[config.mk]
export PLATFORM = sky130hd
export DESIGN_NAME = tx_frame_source
export DESIGN_NICKNAME = d
export VERILOG_FILES = /design/src/rtl/tx_frame_source.sv
export SDC_FILE = /design/constraint.sdc
export NUM_CORES = 1
export LEC_CHECK = 0
export CORE_MARGIN = 4
export CORE_UTILIZATION = 40
export DETAILED_ROUTE_END_ITERATION = 16
export SLEW_MARGIN = 0
export SYNTH_ARGS = -nofsm -noshare
export SYNTH_HDL_FRONTEND = slang
export SYNTH_SLANG_ARGS = --single-unit
[constraint.sdc]
create_clock -name clk -period 4.9 [get_ports clk]
set_clock_uncertainty 0.05 [all_clocks]
set_input_delay 0.49 -clock clk [delete_from_list [all_inputs] [get_ports clk]]
set_output_delay 0.49 -clock clk [all_outputs]
set_load 0.02 [all_outputs]
[src/rtl/tx_frame_source.sv]
// tx_frame_source: store-and-forward frame buffer between the ISO/IEC 14443A
// protocol logic and the TX serialiser. Frames are written word by word into
// a circular FIFO and only replayed once their last word is stored.
// Optional feature: define TX_FRAME_SOURCE_FLUSH_EN to add the flush input.
// Read handshake: data/data_bits are meaningful while data_valid is high; a
// single-cycle req while data_valid is high consumes the current word and the
// next word (or data_valid = 0) appears after that same edge. req while
// data_valid is low is ignored. Write handshake: a word is taken on any edge
// where wr_valid && wr_ready.
module tx_frame_source #(
  parameter int DATA_WIDTH = 8,
  parameter int DEPTH = 32,
  localparam int BW = $clog2(DATA_WIDTH),
  localparam int CW = $clog2(DEPTH) + 1
) (
  input  logic                  clk,
  input  logic                  rst,
  input  logic [DATA_WIDTH-1:0] wr_data,
  input  logic [BW-1:0]         wr_first_bits,
  input  logic                  wr_last,
  input  logic                  wr_valid,
  output logic                  wr_ready,
  output logic [DATA_WIDTH-1:0] data,
  output logic [BW-1:0]         data_bits,
  output logic                  data_valid,
  input  logic                  req,
  output logic [CW-1:0]         frames_pending,
  output logic                  overflow
`ifdef TX_FRAME_SOURCE_FLUSH_EN
  ,
  input  logic                  flush
`endif
);

  localparam int AW = CW - 1;
  localparam int EW = DATA_WIDTH + 1 + BW;

  typedef enum logic {IDLE, SEND} state_t;

  // Entry layout: {data, last, bits}
  logic [EW-1:0] mem [DEPTH];

  state_t        state_q, state_d;
  logic [CW-1:0] wr_ptr, wr_ptr_d, rd_ptr, rd_ptr_d, rd_inc;
  logic [CW-1:0] frame_start, frame_start_d, count;
  logic          first_pend, first_d;
  logic          dropping, dropping_d, overflow_d;
  logic          accept, store, pend_inc, pend_dec, load, out_last, full;
  logic          flush_req;
  logic [EW-1:0] wr_entry, next_entry, load_entry;

`ifdef TX_FRAME_SOURCE_FLUSH_EN
  assign flush_req = flush;
`else
  assign flush_req = 1'b0;
`endif

  assign count      = wr_ptr - rd_ptr;
  assign full       = (count == CW'(DEPTH));
  assign wr_ready   = !full || dropping;
  assign data_valid = (state_q == SEND);
  assign rd_inc     = rd_ptr + 1'b1;
  // A word written on the same edge it is needed is forwarded from the input.
  assign next_entry = (store && (wr_ptr == rd_inc)) ? wr_entry : mem[rd_inc[AW-1:0]];

  // Writer side: framing, overflow recovery and frame completion.
  always_comb begin
    accept        = wr_valid && wr_ready && !flush_req;
    store         = 1'b0;
    wr_ptr_d      = wr_ptr;
    frame_start_d = frame_start;
    first_d       = first_pend;
    dropping_d    = dropping;
    overflow_d    = overflow;
    pend_inc      = 1'b0;
    wr_entry      = {wr_data, wr_last, (first_pend ? wr_first_bits : BW'(0))};
    if (accept) begin
      if (dropping) begin
        // Swallow the rest of the over-long frame, including its last word.
        if (wr_last) begin
          dropping_d = 1'b0;
          first_d    = 1'b1;
        end
      end else if (wr_last) begin
        store         = 1'b1;
        wr_ptr_d      = wr_ptr + 1'b1;
        frame_start_d = wr_ptr + 1'b1;
        first_d       = 1'b1;
        pend_inc      = 1'b1;
      end else if ((count == CW'(DEPTH - 1)) && (frames_pending == '0)) begin
        // The frame can never fit: rewind to its start and drop it.
        overflow_d = 1'b1;
        dropping_d = 1'b1;
        wr_ptr_d   = frame_start;
        first_d    = 1'b1;
      end else begin
        store    = 1'b1;
        wr_ptr_d = wr_ptr + 1'b1;
        first_d  = 1'b0;
      end
    end
    if (flush_req) begin
      wr_ptr_d      = '0;
      frame_start_d = '0;
      first_d       = 1'b1;
      dropping_d    = 1'b0;
    end
  end

  // Read FSM: next state, pop and output-register load decisions.
  always_comb begin
    state_d    = state_q;
    rd_ptr_d   = rd_ptr;
    pend_dec   = 1'b0;
    load       = 1'b0;
    load_entry = next_entry;
    case (state_q)
      IDLE: begin
        if (frames_pending != '0) begin
          load       = 1'b1;
          load_entry = mem[rd_ptr[AW-1:0]];
          state_d    = SEND;
        end
      end
      SEND: begin
        if (req) begin
          rd_ptr_d = rd_inc;
          pend_dec = out_last;
          // Stay in SEND mid-frame, or when another complete frame remains.
          if (!out_last || (frames_pending != CW'(1)) || pend_inc) begin
            load = 1'b1;
          end else begin
            state_d = IDLE;
          end
        end
      end
      default: state_d = IDLE;
    endcase
    if (flush_req) begin
      state_d  = IDLE;
      rd_ptr_d = '0;
      pend_dec = 1'b0;
      load     = 1'b0;
    end
  end

  // State, pointers, counters and output registers.
  always_ff @(posedge clk) begin
    if (rst) begin
      state_q        <= IDLE;
      wr_ptr         <= '0;
      rd_ptr         <= '0;
      frame_start    <= '0;
      first_pend     <= 1'b1;
      dropping       <= 1'b0;
      overflow       <= 1'b0;
      frames_pending <= '0;
      data           <= '0;
      data_bits      <= '0;
      out_last       <= 1'b0;
    end else begin
      state_q     <= state_d;
      wr_ptr      <= wr_ptr_d;
      rd_ptr      <= rd_ptr_d;
      frame_start <= frame_start_d;
      first_pend  <= first_d;
      dropping    <= dropping_d;
      overflow    <= overflow_d;
      if (flush_req) begin
        frames_pending <= '0;
      end else begin
        frames_pending <= frames_pending + CW'(pend_inc) - CW'(pend_dec);
      end
      if (load) begin
        data      <= load_entry[EW-1 -: DATA_WIDTH];
        out_last  <= load_entry[BW];
        data_bits <= load_entry[BW-1:0];
      end
    end
  end

  // Frame storage.
  always_ff @(posedge clk) begin
    if (!rst && store) begin
      mem[wr_ptr[AW-1:0]] <= wr_entry;
    end
  end

endmodule

; ---- After elaboration in Yosys (flattened, before gate mapping)
; Memory sizes are Yosys's and may differ from the RTL's. A register that Yosys moved wholly into a read port is not among the register bits.
; Cells that the tools add are included.
[word_totals]
regBits = 40
latchBits = 0
mem_bits_rw = 384
romBits = 0
input_bits = 16
output_inout_bits = 20
word_cells = 74
n_memories = 1
[classes]
addsub = 5
mul = 0
div = 0
magnitude_cmp = 0
eq_ne = 5
shift = 0
n_mux = 32
bitwise = 3
n_reduce_logical = 17
[mem_list]
columns = name, depth, word_bits, rd, rd_ports_with_merged_regs, write_ports, line_no
row1 = mem, 32, 12, 2, 1, 1, 41  ; logic [EW-1:0] mem [DEPTH];
[op_table]
columns = cell, n
row1 = 12-bit 2-to-1 mux, 3
row2 = 1-bit 2-to-1 mux, 22
row3 = "6-bit by 1-bit adder with 6-bit output, second input constant", 2
row4 = 6-bit 2-to-1 mux, 2
row5 = 5-bit 2-to-1 mux, 2
row6 = 6-bit by 1-bit adder with 6-bit output, 1
row7 = "6-bit by 5-bit equality test with 1-bit output, second input constant", 1
row8 = 6-bit equality test, 1
row9 = "6-bit equality test, second input constant", 1
row10 = 6-bit logical NOT, 1
row11 = "6-bit by 1-bit != test with 1-bit output, second input constant", 1
row12 = 2-bit AND reduction, 3
row13 = 6-bit nonzero test, 1
row14 = 6-bit by 1-bit subtractor with 6-bit output, 1
row15 = 6-bit subtractor, 1
row16 = 1-bit logical AND, 4
row17 = 1-bit one-hot mux with 2 select lines, 2
row18 = 4-bit AND reduction, 1
row19 = 1-bit logical NOT, 3
row20 = 1-bit logical OR, 3
row21 = 3-bit 2-to-1 mux, 1
row22 = 1-bit NOT, 3
row23 = 3-bit AND reduction, 1
row24 = "2-bit != test, second input constant", 1

; ---- Logic depth before layout (Yosys ltp)
[logic_depth]
word_depth = 11
ltp_mapped = 19
mapped_depth_nobuf = 18

; ---- Least setup slack after synthesis
; OpenSTA, ideal clock, no wires.
[synth_path]
path_type = reg2reg
start = register wr_ptr[0]
end = register frames_pending[4]
setup_ps = 128
arrival_ps = 3533
required_ps = 4722
setup_slack_ps = 1189
stages_incl_launch_ff = 20
path_buffers = 1
synth_period_minus_slack_ps = 3711
path_cell_list = dfxtp_1 inv_1 ha_1 inv_1 fa_1 a21o_1 a21oi_1 xnor2_1 or3_4 o211ai_2 buf_2 ha_1 inv_1 ha_1 fa_1 a21oi_1 nor2_1 nor2_1 xor2_1 nor2_1
[synth_between]
elab_chain_len = 8
[synth_rtl]
columns = element, line_no
row1 = "start, declared", 44  ; logic [CW-1:0] wr_ptr, wr_ptr_d, rd_ptr, rd_ptr_d, rd_inc;
row2 = "start signal, assigned", 163  ; wr_ptr <= wr_ptr_d;
row3 = 6-bit subtractor, 58  ; assign count = wr_ptr - rd_ptr;
row4 = 6-bit equality test, 59  ; assign full = (count == CW'(DEPTH));
row5 = 1-bit logical NOT, 60  ; assign wr_ready = !full || dropping;
row6 = 1-bit logical OR, 60
row7 = 1-bit logical AND, 68  ; accept = wr_valid && wr_ready && !flush_req;
row8 = 1-bit 2-to-1 mux, 77  ; if (accept) begin
row9 = 6-bit by 1-bit adder with 6-bit output, 172  ; frames_pending <= frames_pending + CW'(pend_inc) - CW'(pend_dec);
row10 = 6-bit by 1-bit subtractor with 6-bit output, 172
row11 = "end signal, assigned", 172
row12 = "end, declared", 27  ; output logic [CW-1:0] frames_pending,
; Every way passes these cells.
; A chain may end at the register's enable or synchronous reset.

; ---- Worst setup path in the final report
[layout_path]
start = register wr_ptr[0]
end = memory mem[14][4] (netlist bit) (enable)
[layout_between]
elab_chain_len = 10
word_cells_on_any_way = 14
classes_between = add/sub: 1 / eq/ne: 2 / mux: 6 / reduce/logical: 5
[layout_rtl]
columns = element, line_no
row1 = 6-bit subtractor, 58
row2 = 6-bit by 5-bit equality test with 1-bit output, 90  ; end else if ((count == CW'(DEPTH - 1)) && (frames_pending == '0)) begin
row3 = 1-bit logical AND, 90
row4 = 1-bit 2-to-1 mux, 90
row5 = 1-bit 2-to-1 mux, 84  ; end else if (wr_last) begin
row6 = 1-bit 2-to-1 mux, 78  ; if (dropping) begin
row7 = 1-bit 2-to-1 mux, 77
row8 = 1-bit logical AND, 184  ; if (!rst && store) begin
row9 = 1-bit 2-to-1 mux, 184
row10 = 1-bit 2-to-1 mux (not written as such), 185  ; mem[wr_ptr[AW-1:0]] <= wr_entry;
row11 = "end, declared", 41
; Parallel ways exist; a longest one is shown, timed or not.

==> flow_summary.yaml <==
power_and_ir_drop:
  netSwitchingFraction: 0.271
  p_leak_nw: 7.22
  switching_power_w: 0.00265
  vdd_drop_max_mv: 0.236
  p_clk_frac: 0.355
  powerDensity_nw_per_um2: 418
  p_comb_frac: 0.211
  p_int_w: 0.00712
  seqPwrFrac: 0.434
yosys:
  synth_top_area_frac: 0.564
  synth-seq-cells: 429
  synth_area_leaders: "edfxtp_1 (56%), mux4_2 (25%), dfxtp_1 (4.4%)"
  ys_types: 56
  ys_warn_count: 0
  synth_top_area_cell: "edfxtp_1"
  syn-num-nets: 1148
  netlist_area_um2: 20500
  async_flop_share: 0
  seq_area_frac_synth: 0.608
  syn_inst: 1112
  syn_avg_cell_area_um2: 18.4
  synth_top_flop_cell: "edfxtp_1"
  synth-edff-count: 384
cells_and_area:
  fillCellCount: 4242
  mostFrequentLayoutCells: "edfxtp_1 (384), mux4_2 (223), nor2_1 (77)"
  final_common_cell: "edfxtp_1"
  stdcell_count: 1900
  multi_input_area_um2: 7590
  drive_above_1_share: 0.325
  num-nets-final: 1231
  seq_area_um2: 12400
  area_delta_synth_final_pct: 14.3
  insertedDiodeCount: 0
placed_design:
  place_hpwl_um: 34900
  place.port_buffers: 35
  place_congestion: 0.845
  dp_cells: 1819
clock_tree:
  cts_tree: "built"
  clk_path_buf_depth: 3
  clk_latency_ns: 0.58
  post_cts_hold_buffer_count: 0
  clkTransAtPathRegs_ns: 0.06
  cts-resized-gates: 0
  cts_root_buffer: "clkbuf_16"
  cts_setup_buffers: 0
  cts_buffers: 46
  clock_sinks: 429
  htree_levels: 2
floorplan:
  die_w_um: 234
  start_util: 0.406
  ios: 36
  std_cell_rows: 82
  die_h_um: 234
  die_area_um2: 54800
  core_um2: 50400
hold_path:
  hp-class: "flip-flop to flip-flop"
setup_path:
  cp-end-kind: "flip-flop"
  crit_family: "simple AND/OR/NAND/NOR gates"
  worst-path-buf-inv: 4
  crit_chain: "inv_1, ha_1, inv_1, fa_1, a21o_1, a21oi_1, xnor2_1, or3_4, o21ai_1, buf_4, nor3_1, nand2_1, nor2_1, buf_4"
  cp-start-kind: "flip-flop"
  worstPathRequired_ns: 5.12
  slowest_delay_ns: 0.54
  cp.arrival_ns: 4.29
  slowest_stage: "nor2_1"
  crit_type: "flip-flop to flip-flop"
  cp_max_fo: 13
timing:
  setup_viol_count_final: 0
  rsz0062_at_grt: "false"
  holdWs_ns: 0.434
  period_minus_slack_ns: 4.07
  min_period_over_period: 0.830
  max_slew_margin: 0.161
  slew_viol_final: 0
  hold_violations: 0
  worst_pin_slew_ns: 1.26
  fin_setup_tns_ns: 0
  fmax_ghz: 0.246
route:
  wl_per_cell_um: 29.3
  vias_per_cell: 6.06
  drt_first_pass_iters: 5
  antenna_left: 0
  drtIter0Drc: 1335
  routed_wirelength_um: 55700
  drc_errors: 0
  vias: 11510
global_route:
  grt_max_degree: 101
  grt_pass1_vias: 11706
  antenna_found_initial: 0
  grt_pass1_wl_um: 81200
  grtUsageTotal: 0.206
  grt_overflow: 0
run:
  maxCapViolations: 0
run_status:
  outcome: "complete, no violations"
power groups by stage:
stage               clock, W  sequential (W)  combinational [W]
global placement           0         0.00431            0.00208
floorplan                  0         0.00428            0.00147
CTS                  0.00354         0.00424            0.00209
global route         0.00369         0.00425            0.00222
finish               0.00346         0.00424            0.00206
detailed placement         0         0.00432            0.00208
kinds of logic (layout without fill, tap and decap cells):
kind of cell | after synthesis | after routing | synth area share
AO/OA/AOI/OAI | 117 | 117 | 0.0373
XOR/XNOR | 23 | 23 | 0.0108
adder cells (fa/ha/maj) | 20 | 20 | 0.0130
buffers and inverters | 92 | 208 | 0.0231
flip-flops | 429 | 429 | 0.608
multiplexers | 274 | 274 | 0.271
AND/OR/NAND/NOR | 157 | 157 | 0.0368
sequential cells by signal, indices dropped and copies added (netlist names), named ones only:
name / cells
dropping: 1
out_last: 1
frame_start: 6
frames_pending: 6
data_bits: 3
data: 8
wr_ptr: 6
rd_ptr: 6
data_valid: 1
overflow: 1
mem: 384
first_pend: 1
synthesized netlist by cell type (all sizes together) (2+ instances only):
library cell,instances
nand2,25
dfxtp,45
or3,7
a31o,2
clkbuf,27
a211oi,8
or3b,2
o21ai,23
mux4,223
o31ai,3
and3,2
nor3,4
nand4,3
and2,7
inv,18
a32oi,8
nand2b,6
a21o,5
o21bai,2
nand3b,4
a21oi,39
xor2,11
ha,18
a22oi,13
nor2b,8
fa,2
nand3,7
nor2,78
o211ai,5
mux2,17
buf,46
mux2i,34
a21bo,2
xnor2,12
edfxtp,384
cell type report:
| type | instances | share of cell area |
|---|---|---|
| tap | 672 | 0.0360 |
| timing repair buffer | 108 | 0.0406 |
| multi-input combinational | 591 | 0.325 |
| clock buffer | 57 | 0.0519 |
| clock inverter | 24 | 0.0113 |
| sequential | 429 | 0.532 |
| inverter | 19 | 0.00305 |
path summary, 6_finish.rpt:
kind	slack (ns)	endpoint	startpoint	cells after the start
min reg2reg	0.43	overflow	overflow	2
min	0.43	overflow	overflow	2
max	0.83	mem[14][4]	wr_ptr[0]	14
max reg2reg	0.83	mem[14][4]	wr_ptr[0]	14
tightest hold or removal path, stage by stage, from the launching register on:
cell,delay [ns]
dfxtp_1,0.33
a21oi_1,0.05
nor2_1,0.07
per-layer routing:
layer | global-route usage | wire, um | part of all wire
met5 | 0 | 0 | 0
met4 | 0.0577 | 1600 | 0.029
met3 | 0.0432 | 4260 | 0.077
met2 | 0.326 | 26300 | 0.47
met1 | 0.292 | 23500 | 0.42
per-stage QoR:
step | area, um2 | utilization | setup slack [ns] | power (W)
finish | 23400 | 0.464 | 0.835 | 0.00977
global route | 23400 | 0.464 | 0.567 | 0.0102
CTS | 23400 | 0.464 | 0.887 | 0.00986
detailed placement | 21900 | 0.435 | 0.941 | 0.00639
global placement | 21900 | 0.435 | 1.02 | 0.00639
floorplan | 20500 | - | 1.19 | 0.00575
Power figures use the tool's default switching activity.
